===== src/rtl/debounce_array.sv =====
// Debounced button and slide-switch front end: 2-flop synchronisers, per-channel
// stability counters, press/release pulses, button auto-repeat and switch-change pulse.
module debounce_array #(
  parameter int N_BTN           = 5,
  parameter int N_SW            = 8,
  parameter int DEBOUNCE_CYCLES = 100000,
  parameter int REPEAT_DELAY    = 50000000,
  parameter int REPEAT_PERIOD   = 10000000
) (
  input  logic             clk_100mhz,
  input  logic             rst,
  input  logic [N_BTN-1:0] button,
  input  logic [N_SW-1:0]  SW,
  input  logic             repeat_en,
  output logic [N_BTN-1:0] button_out,
  output logic [N_BTN-1:0] button_pulse,
  output logic [N_BTN-1:0] button_release,
  output logic [N_SW-1:0]  SW_OK,
  output logic             sw_change,
  output logic             rst_req
);

  localparam int DB_W   = $clog2(DEBOUNCE_CYCLES + 1);
  localparam int RP_MAX = (REPEAT_DELAY > REPEAT_PERIOD) ? REPEAT_DELAY : REPEAT_PERIOD;
  localparam int RP_W   = $clog2(RP_MAX + 1);

  localparam logic [DB_W-1:0] DB_LAST        = DB_W'(DEBOUNCE_CYCLES - 1);
  localparam logic [RP_W-1:0] RP_DELAY_LAST  = RP_W'(REPEAT_DELAY - 1);
  localparam logic [RP_W-1:0] RP_PERIOD_LAST = RP_W'(REPEAT_PERIOD - 1);

  logic [N_BTN-1:0] btn_meta_r;
  logic [N_BTN-1:0] btn_sync_r;
  logic [N_SW-1:0]  sw_meta_r;
  logic [N_SW-1:0]  sw_sync_r;

  logic [DB_W-1:0]  btn_cnt_r [N_BTN];
  logic [DB_W-1:0]  sw_cnt_r  [N_SW];
  logic [RP_W-1:0]  rpt_cnt_r [N_BTN];
  logic [N_BTN-1:0] rpt_phase_r;

  logic [N_BTN-1:0] btn_level_r;
  logic [N_SW-1:0]  sw_level_r;
  logic [N_BTN-1:0] btn_pulse_r;
  logic [N_BTN-1:0] btn_release_r;
  logic             sw_change_r;
  logic             rst_req_r;

  logic [N_BTN-1:0] btn_flip_s;
  logic [N_SW-1:0]  sw_flip_s;
  logic [N_BTN-1:0] rpt_clear_s;
  logic [N_BTN-1:0] rpt_fire_s;

  // Level-flip decisions and repeat-counter fire/clear conditions per channel.
  always_comb begin
    btn_flip_s  = '0;
    sw_flip_s   = '0;
    rpt_clear_s = '0;
    rpt_fire_s  = '0;
    for (int i = 0; i < N_BTN; i++) begin
      btn_flip_s[i]  = (btn_sync_r[i] != btn_level_r[i]) && (btn_cnt_r[i] == DB_LAST);
      // A release edge clears the repeat counter so it never fires alongside the release pulse.
      rpt_clear_s[i] = !btn_level_r[i] || !repeat_en ||
                       ((btn_sync_r[i] != btn_level_r[i]) && (btn_cnt_r[i] == DB_LAST));
      if (rpt_phase_r[i]) begin
        rpt_fire_s[i] = !rpt_clear_s[i] && (rpt_cnt_r[i] == RP_PERIOD_LAST);
      end else begin
        rpt_fire_s[i] = !rpt_clear_s[i] && (rpt_cnt_r[i] == RP_DELAY_LAST);
      end
    end
    for (int j = 0; j < N_SW; j++) begin
      sw_flip_s[j] = (sw_sync_r[j] != sw_level_r[j]) && (sw_cnt_r[j] == DB_LAST);
    end
  end

  // Synchronisers, debounce/repeat counters, debounced levels and registered pulses.
  always_ff @(posedge clk_100mhz) begin
    if (rst) begin
      btn_meta_r    <= '0;
      btn_sync_r    <= '0;
      sw_meta_r     <= '0;
      sw_sync_r     <= '0;
      btn_level_r   <= '0;
      sw_level_r    <= '0;
      rpt_phase_r   <= '0;
      btn_pulse_r   <= '0;
      btn_release_r <= '0;
      sw_change_r   <= 1'b0;
      rst_req_r     <= 1'b0;
      for (int i = 0; i < N_BTN; i++) begin
        btn_cnt_r[i] <= '0;
        rpt_cnt_r[i] <= '0;
      end
      for (int j = 0; j < N_SW; j++) begin
        sw_cnt_r[j] <= '0;
      end
    end else begin
      btn_meta_r <= button;
      btn_sync_r <= btn_meta_r;
      sw_meta_r  <= SW;
      sw_sync_r  <= sw_meta_r;

      for (int i = 0; i < N_BTN; i++) begin
        if (btn_sync_r[i] == btn_level_r[i]) begin
          btn_cnt_r[i] <= '0;
        end else if (btn_flip_s[i]) begin
          btn_cnt_r[i]   <= '0;
          btn_level_r[i] <= ~btn_level_r[i];
        end else begin
          btn_cnt_r[i] <= btn_cnt_r[i] + DB_W'(1);
        end

        if (rpt_clear_s[i]) begin
          rpt_cnt_r[i]   <= '0;
          rpt_phase_r[i] <= 1'b0;
        end else if (rpt_fire_s[i]) begin
          rpt_cnt_r[i]   <= '0;
          rpt_phase_r[i] <= 1'b1;
        end else begin
          rpt_cnt_r[i] <= rpt_cnt_r[i] + RP_W'(1);
        end
      end

      for (int j = 0; j < N_SW; j++) begin
        if (sw_sync_r[j] == sw_level_r[j]) begin
          sw_cnt_r[j] <= '0;
        end else if (sw_flip_s[j]) begin
          sw_cnt_r[j]   <= '0;
          sw_level_r[j] <= ~sw_level_r[j];
        end else begin
          sw_cnt_r[j] <= sw_cnt_r[j] + DB_W'(1);
        end
      end

      btn_pulse_r   <= (btn_flip_s & ~btn_level_r) | rpt_fire_s;
      btn_release_r <= btn_flip_s & btn_level_r;
      sw_change_r   <= |sw_flip_s;
      rst_req_r     <= btn_level_r[0];
    end
  end

  assign button_out     = btn_level_r;
  assign button_pulse   = btn_pulse_r;
  assign button_release = btn_release_r;
  assign SW_OK          = sw_level_r;
  assign sw_change      = sw_change_r;
  assign rst_req        = rst_req_r;

endmodule


===== config.mk =====
export PLATFORM = sky130hd
export DESIGN_NAME = debounce_array
export DESIGN_NICKNAME = d
export VERILOG_FILES = /design/src/rtl/debounce_array.sv
export SDC_FILE = /design/constraint.sdc
export NUM_CORES = 1
export LEC_CHECK = 0
export ABC_AREA = 1
export BUFFER_PORTS_ARGS = -buffer_cell sky130_fd_sc_hd__buf_2
export CORE_ASPECT_RATIO = 1.5
export CORE_MARGIN = 2
export CORE_UTILIZATION = 45
export CTS_CLUSTER_SIZE = 20
export DETAILED_ROUTE_END_ITERATION = 6
export HOLD_SLACK_MARGIN = 0.02
export SLEW_MARGIN = 30
export SYNTH_ARGS = -nofsm -noshare
export SYNTH_HDL_FRONTEND = slang
export SYNTH_SLANG_ARGS = --single-unit
export TNS_END_PERCENT = 1

===== constraint.sdc =====
create_clock -name clk_100mhz -period 2 [get_ports clk_100mhz]
set_clock_uncertainty 0.2 [all_clocks]
set_input_delay 0.1 -clock clk_100mhz [delete_from_list [all_inputs] [get_ports clk_100mhz]]
set_output_delay 0.1 -clock clk_100mhz [all_outputs]
set_load 0.01 [all_outputs]

Yosys cells after proc, flatten, opt, wreduce, memory -nomap -nowiden. Memories as Yosys holds them, arrays and structs flattened. Index checks and enable logic that the tools add are counted.

Flip-flop bits (word level): 56. RAM bits: 351. Output and inout bits: 25. Logic and storage cells: 502. Memories kept: 3.

Add/sub/neg operators: 18. Equality and inequality tests: 49. Multiplexer cells: 259. Bitwise logic cells: 84. Reduce and logical (&&, ||, !) cells: 63.

Memory list: sw_cnt_r (depth 8, bits a word 17, read ports 8, clocked after Yosys merged registers in 0, write ports 8, RTL line 37) `logic [DB_W-1:0] sw_cnt_r [N_SW];`; rpt_cnt_r (depth 5, bits a word 26, read ports 5, clocked after Yosys merged registers in 0, write ports 5, RTL line 38) `logic [RP_W-1:0] rpt_cnt_r [N_BTN];`; btn_cnt_r (depth 5, bits a word 17, read ports 5, clocked after Yosys merged registers in 0, write ports 5, RTL line 36) `logic [DB_W-1:0] btn_cnt_r [N_BTN];`.

Operators with widths (number): 17-bit 2-to-1 mux (39); 26-bit 2-to-1 mux (15); 17-bit by 1-bit adder with 17-bit output, second input constant (13); 17-bit == test, second input constant (13); 1-bit 2-to-1 mux (205); 26-bit by 1-bit adder with 26-bit output, second input constant (5); 26-bit by 24-bit == test with 1-bit output, second input constant (5); 26-bit == test, second input constant (5); 1-bit bitwise OR (54); 1-bit NOT (26); 2-bit AND reduction (13); 1-bit logical AND (23); 1-bit == test (13); 1-bit inequality test (13); 1-bit zero test (11); 5-bit AND (2); 1-bit logical OR (10); 2-bit OR reduction (5); 8-bit OR reduction (1); 5-bit NOT (1); 5-bit bitwise OR (1).

Longest topological paths before layout. Gate-level depths: netlist (run 1).

Depth in word-level cells: 12. Depth in mapped cells: 12.

Worst setup path after synthesis (run 1). OpenSTA, ideal clock, no wires.

Path kind: reg2reg. Start: memory rpt_cnt_r[4][0] in the netlist's numbering. End: memory rpt_cnt_r[4][0] in the netlist's numbering, data pin. Arrival time: 1.462 ns. Data required time: 1.544 ns. Slack: 0.082 ns. Stages on the path, launching flop included: 10. Buffers on the path: 1. Clock period less this slack: 1.918 ns. Cells stage by stage: edfxtp_1 ha_1 nand3_2 nor2_4 inv_1 nor2_4 nand2_1 nand4_4 buf_6 nor2_1.

RTL lines (RTL line): from (decl) (38).

==> impl_metrics.csv, run 1 <==
group,metric,value,unit
status,status,"completed",
clock_network,clk_pin_slew_worst_paths,0.06,ns
sta,finalSetupViolCount,0,
floorplanning,chipHeight,282,um
worst_setup_path,reg2reg_slack,0.06,ns
grt,antenna_found_initial,0,
final_layout,nNetsFinal,3421,
worst_setup_path,criticalPathCategory,"reg2reg",
grt,grt_max_degree,39,
grt,grt_pass1_wl,83700,um
route,drtIter0Drc,791,
grt,grt_util_met1,0.207,
floorplanning,ioPinCount,41,
place,port_buffers,40,
logic_synthesis,synth-seq-cells,407,
place,pre_cts_ws,-0.0557,ns
logic_synthesis,synth_commonest_cells,"nand2_1 (581), nor2_1 (572), inv_1 (413), edfxtp_1 (351), nand3_1 (169)",
place,dp_hpwl,37100,um
logic_synthesis,avgSynthCellArea,8.20,um2
clock_network,cts_tree,"done",
route,drc_errors,0,
clock_network,htree_levels,2,
floorplanning,coreArea,50800,um2
route,drt.antenna.violating_nets,0,
sta,setup_ws,0.0581,ns
logic_synthesis,synth.most_common_cell,"nand2_1",
logic_synthesis,ys_seq_area_frac,0.503,
place,gp_congestion,0.914,
clock_network,clockBufferDepth,3,
logic_synthesis,synthTopCellsByArea,"edfxtp_1 (45%), nand2_1 (9.4%), nor2_1 (9.3%)",
sta,final_hold_viol_count,0,
final_layout,antenna_cells,0,
place,post_dp_cell_area,26300,um2
pwr,cellLeakagePower,12.1,nW
sta,period_share,0.971,
sta,timing.fmax,515,MHz
logic_synthesis,synth_top_area_frac,0.454,
sta,worstMarginPinSlew,0.528,ns
grt,grt_overflow,0,
pwr,p_per_area,661,nW/um2
grt,gr-usage-met2,0.364,
grt,busiest_layer,"met2",
floorplanning,initial_utilization,0.457,
logic_synthesis,synth_ff_type,"edfxtp_1",
pwr,vdd_drop_max,673,uV
floorplanning,fp-row-count,101,
flow_run,drv_cap,0,
final_layout,layout-drive-gt1-share,0.112,
clock_network,root_buffer,"clkbuf_16",
grt,gr-usage-met3,0.0280,
floorplanning,dieArea,53400,um2
route,via_per_inst,4.73,
route,drt_first_pass_iters,5,
sta,period_minus_slack,1.94,ns
sta,rsz0062_at_grt,"yes",
worst_setup_path,endpoint_kind,"flip-flop",
logic_synthesis,yosysWarningCount,0,
logic_synthesis,netlist_instances,2829,
logic_synthesis,syn_area,23200,um2
route,vias,19351,
logic_synthesis,synth_top_cell_by_area,"edfxtp_1",
worst_setup_path,critPathRequiredTime,2.12,ns
worst_setup_path,arrival,2.07,ns
sta,drv_slew,0,
worst_setup_path,start_kind,"flip-flop",
logic_synthesis,async_reset_ff_frac,0,
sta,slew_headroom,0.647,
final_layout,design_area,28600,um2
logic_synthesis,synth_cell_types,46,
clock_network,clk_latency,0.57,ns
final_layout,syn2layout_area_growth,23.1,%
route,routed_wl,50300,um
clock_network,cts_num_sinks,407,
final_layout,fillCellCount,4801,
clock_network,cts_buffers,43,
floorplanning,chipWidth,189,um
worst_setup_path,cp_max_fo,5,
min_path,hold_path_class,"reg2reg",
route,wl_per_cell,12.3,um
grt,grt_usage,0.188,
logic_synthesis,synth_edf_count,351,
grt,grt_pass1_vias,18579,
report_power, final:
part	total, mW	internal (mW)	switching [mW]
Combinational	0.966	0.353	0.613
Clock	8.11	4.75	3.36
Sequential	9.81	9.52	0.290
Total	18.9	14.6	4.26
worst paths after layout:
kind	end	startpoint	depth (start not counted)
max	btn_cnt_r[2][14]	btn_cnt_r[2][0]	10
min	sw_sync_r[5]	sw_meta_r[5]	2
max reg2reg	btn_cnt_r[2][14]	btn_cnt_r[2][0]	10
min reg2reg	sw_sync_r[5]	sw_meta_r[5]	2
final cells by class:
| class | instances | area [um2] | area share |
|---|---|---|---|
| Tap cell | 669 | 837 | 0.0293 |
| Multi-Input combinational cell | 2327 | 11500 | 0.404 |
| Timing Repair Buffer | 190 | 1530 | 0.0535 |
| Clock buffer | 54 | 1200 | 0.0420 |
| Sequential cell | 407 | 11700 | 0.408 |
| Inverter | 418 | 1580 | 0.0552 |
| Clock inverter | 25 | 219 | 0.00767 |
through the flow:
stage | utilization | hold WS (ns) | cells | power (mW) | TNS [ns]
2_1_floorplan | - | 0.00697 | 3179 | 10.5 | 0
3_3_place_gp | 0.518 | 0.106 | 3973 | 10.8 | 0
3_5_place_dp | 0.518 | 0.112 | 3973 | 10.9 | -0.124
4_1_cts | 0.552 | 0.204 | 4080 | 19.1 | -0.0221
5_1_grt | 0.562 | 0.211 | 4090 | 19.7 | -2.55
6_report | 0.562 | 0.201 | 4090 | 18.9 | 0
layout by cell type, fill, tap and decap left out, drive strengths merged:
cell type,synthesis,final
inv,418,418
xnor2,47,47
and3,7,7
nor3b,35,35
bufinv,0,4
buf,26,162
dfxtp,56,56
a21boi,1,1
conb,1,351
ha,18,18
or2,19,19
nor4,3,3
o21a,1,1
edfxtp,351,351
o21bai,1,1
xor2,120,120
clkbuf,5,54
nor3,141,141
a31oi,10,10
a21o,1,1
a211oi,5,5
a21oi,71,71
dlygate4sd3,0,28
o22ai,1,1
clkinvlp,0,1
o21ai,40,40
clkinv,0,20
nand3,179,180
nor2,593,593
nand3b,18,18
o31ai,1,1
nand4,75,78
nand2,585,585
logic make-up after synthesis:
family	after synthesis	share of synthesized area
other	1	0.000162
DFF	407	0.503
AOI/OAI and AO/OA	132	0.0305
buffers and inverters	449	0.0775
and+or+nand+nor	1655	0.316
adders and majority gates	18	0.00971
xor gates and xnor gates	167	0.0631
worst max-delay path, cell delays in order, from the launching register on:
cell and delay, ns:
edfxtp_1 0.37, ha_1 0.17, nand2_1 0.10, nor2_4 0.15
nand2_1 0.09, nor2_1 0.16, nand2_1 0.13, nor2_1 0.15
xor2_1 0.08, nand2_1 0.06, inv_1 0.04
repair_timing:
action,CTS,global route
endpoints found under the setup margin,15,282
gates resized for setup,7,111
endpoints found under the hold margin,54,0
pin swaps,0,13
buffers inserted,0,6
gates cloned,0,4
hold buffers,28,0
sequential cells by signal, summed over array words and instances, names as in the netlist:
signal          count
sw_cnt_r          136
rpt_cnt_r         130
btn_cnt_r          85
SW_OK               8
sw_meta_r           8
sw_sync_r           8
btn_meta_r          5
btn_sync_r          5
button_out          5
button_pulse        5
button_release      5
rpt_phase_r         5
rst_req             1
sw_change           1
layer usage:
layer	wire length (um)	vias to the layer above	share of wire
li1	-	9994	-
met1	20200	8955	0.40
met2	26900	283	0.54
met3	1560	119	0.031
met4	1680	0	0.033
met5	0	-	0
(Power assumes the default switching activity.)
==> inputs of run 2 (changes only) <==
REMOVE_ABC_BUFFERS = 1   (was not set)
==> run 2 against run 1 <==
The run now ends with negative setup slack left. Critical endpoint is now rpt_cnt_r[0][3]. Utilization is 0.28 points lower. Global-route usage fell by 0.50 points. First-iteration DRC count rose by 19%. Combinational power fell by 2%. Flip-flop and latch count is the same. Setup slack worse by 0.075 ns. Final cell count down 0.22%. Critical path depth is 1 lower. Largest cell class unchanged. Non-clock buffer count down 9.
==> impl_metrics.csv, run 2 (synthesis gave the netlist of run 1 again) <==
group,metric,value,unit
status,status,"finished, violations left",
status,violations,"negative setup slack",
place,port_buffers,40,
grt,grt_pass1_vias,18624,
route,drt.antenna.violating_nets,0,
clock_network,cts_num_sinks,407,
sta,period_share,1.01,
place,dp_hpwl,36000,um
clock_network,cts_tree,"done",
floorplanning,initial_utilization,0.457,
final_layout,fillCellCount,4851,
sta,timing.fmax,496,MHz
sta,setup_ws,-0.0167,ns
sta,drv_slew,0,
final_layout,multi_input_area,11500,um2
final_layout,final_cell_mix,"nand2_1 (567), nor2_1 (544), inv_1 (410), edfxtp_1 (351), conb_1 (351)",
place,pre_cts_ws,-0.123,ns
sta,worstMarginPinSlew,0.626,ns
floorplanning,fp-row-count,101,
grt,grt_max_degree,39,
sta,rsz0062_at_grt,"yes",
pwr,p_per_area,651,nW/um2
sta,final_hold_viol_count,0,
worst_setup_path,endpoint_kind,"flip-flop",
final_layout,syn2layout_area_growth,22.5,%
final_layout,largest_reg_flops,136,
sta,hold_slack,0.124,ns
grt,antenna_found_initial,0,
final_layout,regArea,11700,um2
sta,period_minus_slack,2.02,ns
route,vias,19278,
final_layout,antenna_cells,0,
pwr,cellLeakagePower,12.0,nW
clock_network,root_buffer,"clkbuf_16",
route,drt_first_pass_iters,7,
final_layout,design_area,28400,um2
final_layout,nNetsFinal,3412,
clock_network,clk_pin_slew_worst_paths,0.06,ns
final_layout,top_regs,"sw_cnt_r (136), rpt_cnt_r (130), btn_cnt_r (85)",
clock_network,clk_latency,0.55,ns
route,drtIter0Drc,943,
worst_setup_path,criticalPathCategory,"reg2reg",
route,via_per_inst,4.72,
sta,finalSetupTns,-0.148,ns
worst_setup_path,arrival,2.12,ns
final_layout,final_core_util,0.559,
floorplanning,chipWidth,189,um
place,post_dp_cell_area,26200,um2
worst_setup_path,start_kind,"flip-flop",
floorplanning,coreArea,50800,um2
grt,grt_pass1_wl,82100,um
clock_network,clockBufferDepth,3,
worst_setup_path,critPathRequiredTime,2.10,ns
sta,finalSetupViolCount,16,
grt,grt_usage,0.183,
floorplanning,dieArea,53400,um2
route,routed_wl,49200,um
route,wl_per_cell,12.1,um
final_layout,registers.top_by_ff_count,"sw_cnt_r",
route,drc_errors,0,
grt,grt_overflow,0,
pwr,vdd_drop_max,612,uV
floorplanning,ioPinCount,41,
flow_run,drv_cap,0,
final_layout,layout_commonest_cell,"nand2_1",
clock_network,cts_buffers,43,
final_layout,layout-drive-gt1-share,0.107,
clock_network,htree_levels,2,
floorplanning,chipHeight,282,um
place,gp_congestion,0.907,
min_path,hold_path_class,"in2reg",
worst_setup_path,cp_max_fo,7,
sta,slew_headroom,0.583,
## run 2: what timing repair did
action / in CTS / in global routing
cloned: 1 / 6
hold buffers: 24 / 0
endpoints found under the setup margin: 40 / 276
buffers inserted: 3 / 8
hold endpoints to repair: 39 / 0
resized for setup: 11 / 93
pin swaps: 3 / 8
## run 2: worst max-delay path: stages, from the launching register on
cell and delay, ns:
edfxtp_1 0.36, ha_2 0.19, nand2_2 0.08, nor2_2 0.15, nand4_1 0.11, nor2_2 0.15, nand3_2 0.12, nand4_4 0.20
clkbuf_16 0.18, nor2_1 0.04
## run 2: per-stage QoR
stage,std cells,power [mW]
after CTS,4067,18.8
after detailed placement,3960,10.8
after global placement,3960,10.8
after floorplan,3148,10.5
final,4081,18.5
after global routing,4081,19.3
## run 2: power by group
part	switching (mW)	internal, mW	total (mW)
clock network	3.20	4.54	7.74
registers	0.287	9.52	9.81
logic	0.607	0.343	0.950
total	4.10	14.4	18.5
## run 2: layout make-up
type | instances | share of cell area
sequential | 407 | 0.410
multi-input combinational | 2327 | 0.405
inverter | 418 | 0.0554
timing repair buffer | 181 | 0.0524
clock buffer | 74 | 0.0459
tap | 669 | 0.0295
clock inverter | 5 | 0.00172
## run 2: routing by layer
layer | GRT usage | vias to the layer above | wire, um
li1 | - | 9957 | -
met1 | 0.211 | 8902 | 20400
met4 | 0.0829 | 0 | 2110
met5 | 0 | - | 0
met3 | 0.0225 | 125 | 1610
met2 | 0.340 | 294 | 25100
## run 2: final timing paths
| kind | slack, ns | from | end | cells past startpoint |
|---|---|---|---|---|
| max | -0.02 | btn_cnt_r[0][1] | rpt_cnt_r[0][3] | 9 |
| min | 0.12 | button[1] | btn_meta_r[1] | 4 |
| max reg2reg | -0.02 | btn_cnt_r[0][1] | rpt_cnt_r[0][3] | 9 |
| min reg2reg | 0.20 | sw_meta_r[2] | sw_sync_r[2] | 2 |
==> inputs of run 3 (changes only) <==
CORE_ASPECT_RATIO = not set   (was 1.5)
==> run 3 against run 2 <==
Final area increased by 0.87%. Power increased by 3.7%. Largest power group unchanged. Flip-flop and latch count did not move. Fmax grew 4.2%. Combinational power down 0.5%. Clock power is 8.9% higher. Sequential share of layout area down 0.35 points. Sequential power is essentially flat. The flow now finishes without violations.
==> impl_metrics.csv, run 3 (synthesis gave the netlist of run 1 again) <==
group,metric,value,unit
worst_setup_path,start_kind,"flip-flop",
sta,hold_slack,0.203,ns
grt,grt_max_degree,39,
clock_network,clk_pin_slew_worst_paths,0.06,ns
place,dp_hpwl,34800,um
sta,drv_slew,0,
place,pre_cts_ws,-0.00348,ns
clock_network,cts_tree,"done",
floorplanning,chipWidth,231,um
pwr,pwr-share-clk,0.439,
final_layout,syn2layout_area_growth,23.6,%
clock_network,clockBufferDepth,3,
pwr,p_sw,4.27,mW
pwr,combinationalPowerShare,0.049,
floorplanning,coreArea,51100,um2
clock_network,root_buffer,"clkbuf_16",
sta,slew_headroom,0.582,
worst_setup_path,criticalPathCategory,"reg2reg",
sta,period_share,0.968,
final_layout,final_cell_mix,"nand2_1 (565), nor2_1 (536), inv_1 (410), edfxtp_1 (351), conb_1 (351)",
grt,antenna_found_initial,0,
sta,finalSetupViolCount,0,
flow_run,drv_cap,0,
final_layout,design_area,28700,um2
sta,worstMarginPinSlew,0.626,ns
final_layout,regArea,11700,um2
pwr,p_int,14.9,mW
route,vias,18983,
final_layout,layout-drive-gt1-share,0.117,
final_layout,top_regs,"sw_cnt_r (136), rpt_cnt_r (130), btn_cnt_r (85)",
final_layout,antenna_cells,0,
pwr,p_per_area,669,nW/um2
floorplanning,chipHeight,231,um
place,port_buffers,40,
worst_setup_path,cp_max_fo,13,
route,drtIter0Drc,1105,
route,via_per_inst,4.63,
pwr,p_sw_frac,0.222,
route,drc_errors,0,
sta,finalSetupTns,0,ns
pwr,vdd_drop_max,620,uV
route,drt.antenna.violating_nets,0,
clock_network,htree_levels,2,
final_layout,multi_input_area,11600,um2
grt,grt_overflow,0,
floorplanning,initial_utilization,0.454,
sta,setup_ws,0.0645,ns
sta,rsz0062_at_grt,"yes",
worst_setup_path,critPathRequiredTime,2.12,ns
route,routed_wl,47700,um
final_layout,nNetsFinal,3420,
status,status,"completed",
final_layout,largest_reg_flops,136,
sta,period_minus_slack,1.94,ns
route,wl_per_cell,11.6,um
clock_network,cts_num_sinks,407,
pwr,pwr-share-seq,0.512,
floorplanning,dieArea,53400,um2
grt,grt_pass1_vias,17931,
place,gp_congestion,0.919,
clock_network,cts_buffers,48,
final_layout,registers.top_by_ff_count,"sw_cnt_r",
worst_setup_path,arrival,2.06,ns
worst_setup_path,endpoint_kind,"flip-flop",
route,drt_first_pass_iters,5,
sta,timing.fmax,517,MHz
grt,grt_usage,0.179,
grt,grt_pass1_wl,80700,um
min_path,hold_path_class,"reg2reg",
clock_network,clk_latency,0.57,ns
final_layout,layout_commonest_cell,"nand2_1",
pwr,cellLeakagePower,12.1,nW
floorplanning,fp-row-count,83,
place,post_dp_cell_area,26300,um2
sta,final_hold_viol_count,0,
floorplanning,ioPinCount,41,
final_layout,fillCellCount,4800,
run 3: changes by cell type in the layout (fill, tap and decap cells not counted), sizes merged:
cell | previous run | this run
clkbuf | 76 | 71
clkinvlp | 0 | 1
buf | 155 | 156
nand4 | 79 | 78
clkinv | 4 | 14
dlygate4sd3 | 24 | 28
inv | 418 | 417
run 3: power by group through the flow:
stage | Combinational [mW] | Sequential (mW) | Clock (mW)
floorplan | 0.606 | 9.91 | 0
global placement | 0.842 | 9.97 | 0
detailed placement | 0.849 | 9.98 | 0
CTS | 0.898 | 9.81 | 8.73
global route | 1.10 | 9.86 | 9.04
finish | 0.945 | 9.82 | 8.43
run 3: critical path, cell delays in order (launching register included):
cell and delay, ns:
edfxtp_1 0.39, ha_4 0.16, nand2_4 0.06, nor2_2 0.10
nand4_1 0.10, nor2_2 0.16, nand3_2 0.13, nand4_4 0.14
clkbuf_16 0.19, nor2_1 0.04
run 3: stage by stage:
stage	utilization	cells	total power [mW]
2_1_floorplan	-	3148	10.5
3_3_place_gp	0.514	3977	10.8
3_5_place_dp	0.514	3977	10.8
4_1_cts	0.549	4090	19.4
5_1_grt	0.561	4101	20.0
6_report	0.561	4101	19.2
run 3: layer usage:
layer / up-vias / GRT usage / wire length [um]
met2: 296 / 0.296 / 21900
li1: 9979 / - / -
met4: 0 / 0.0528 / 1110
met3: 83 / 0.0346 / 2030
met5: - / 0 / 0
met1: 8625 / 0.240 / 22700
run 3: path summary, 6_finish.rpt:
path / from / to / slack (ns) / cells after the start
worst max register to register: btn_cnt_r[0][1] / rpt_cnt_r[0][13] / 0.06 / 9
worst min register to register: sw_meta_r[7] / sw_sync_r[7] / 0.20 / 2
worst min-delay path: sw_meta_r[7] / sw_sync_r[7] / 0.20 / 2
worst max-delay path: btn_cnt_r[0][1] / rpt_cnt_r[0][13] / 0.06 / 9
run 3: cell type report:
cell class | instances | share of cell area
clock inverters | 15 | 0.00336
inverters | 418 | 0.0552
multi-input cells | 2326 | 0.404
well taps | 680 | 0.0297
repair buffers | 185 | 0.0515
clock buffers | 70 | 0.0498
flip-flops and latches | 407 | 0.407
run 3: timing repair:
action                     in CTS  in global routing
hold endpoints to repair       47                  0
hold buffers                   28                  0
resized for setup               3                131
cloned                          0                  4
pin swaps                       0                 15
setup endpoints to repair      16                283
buffers inserted                0                  7
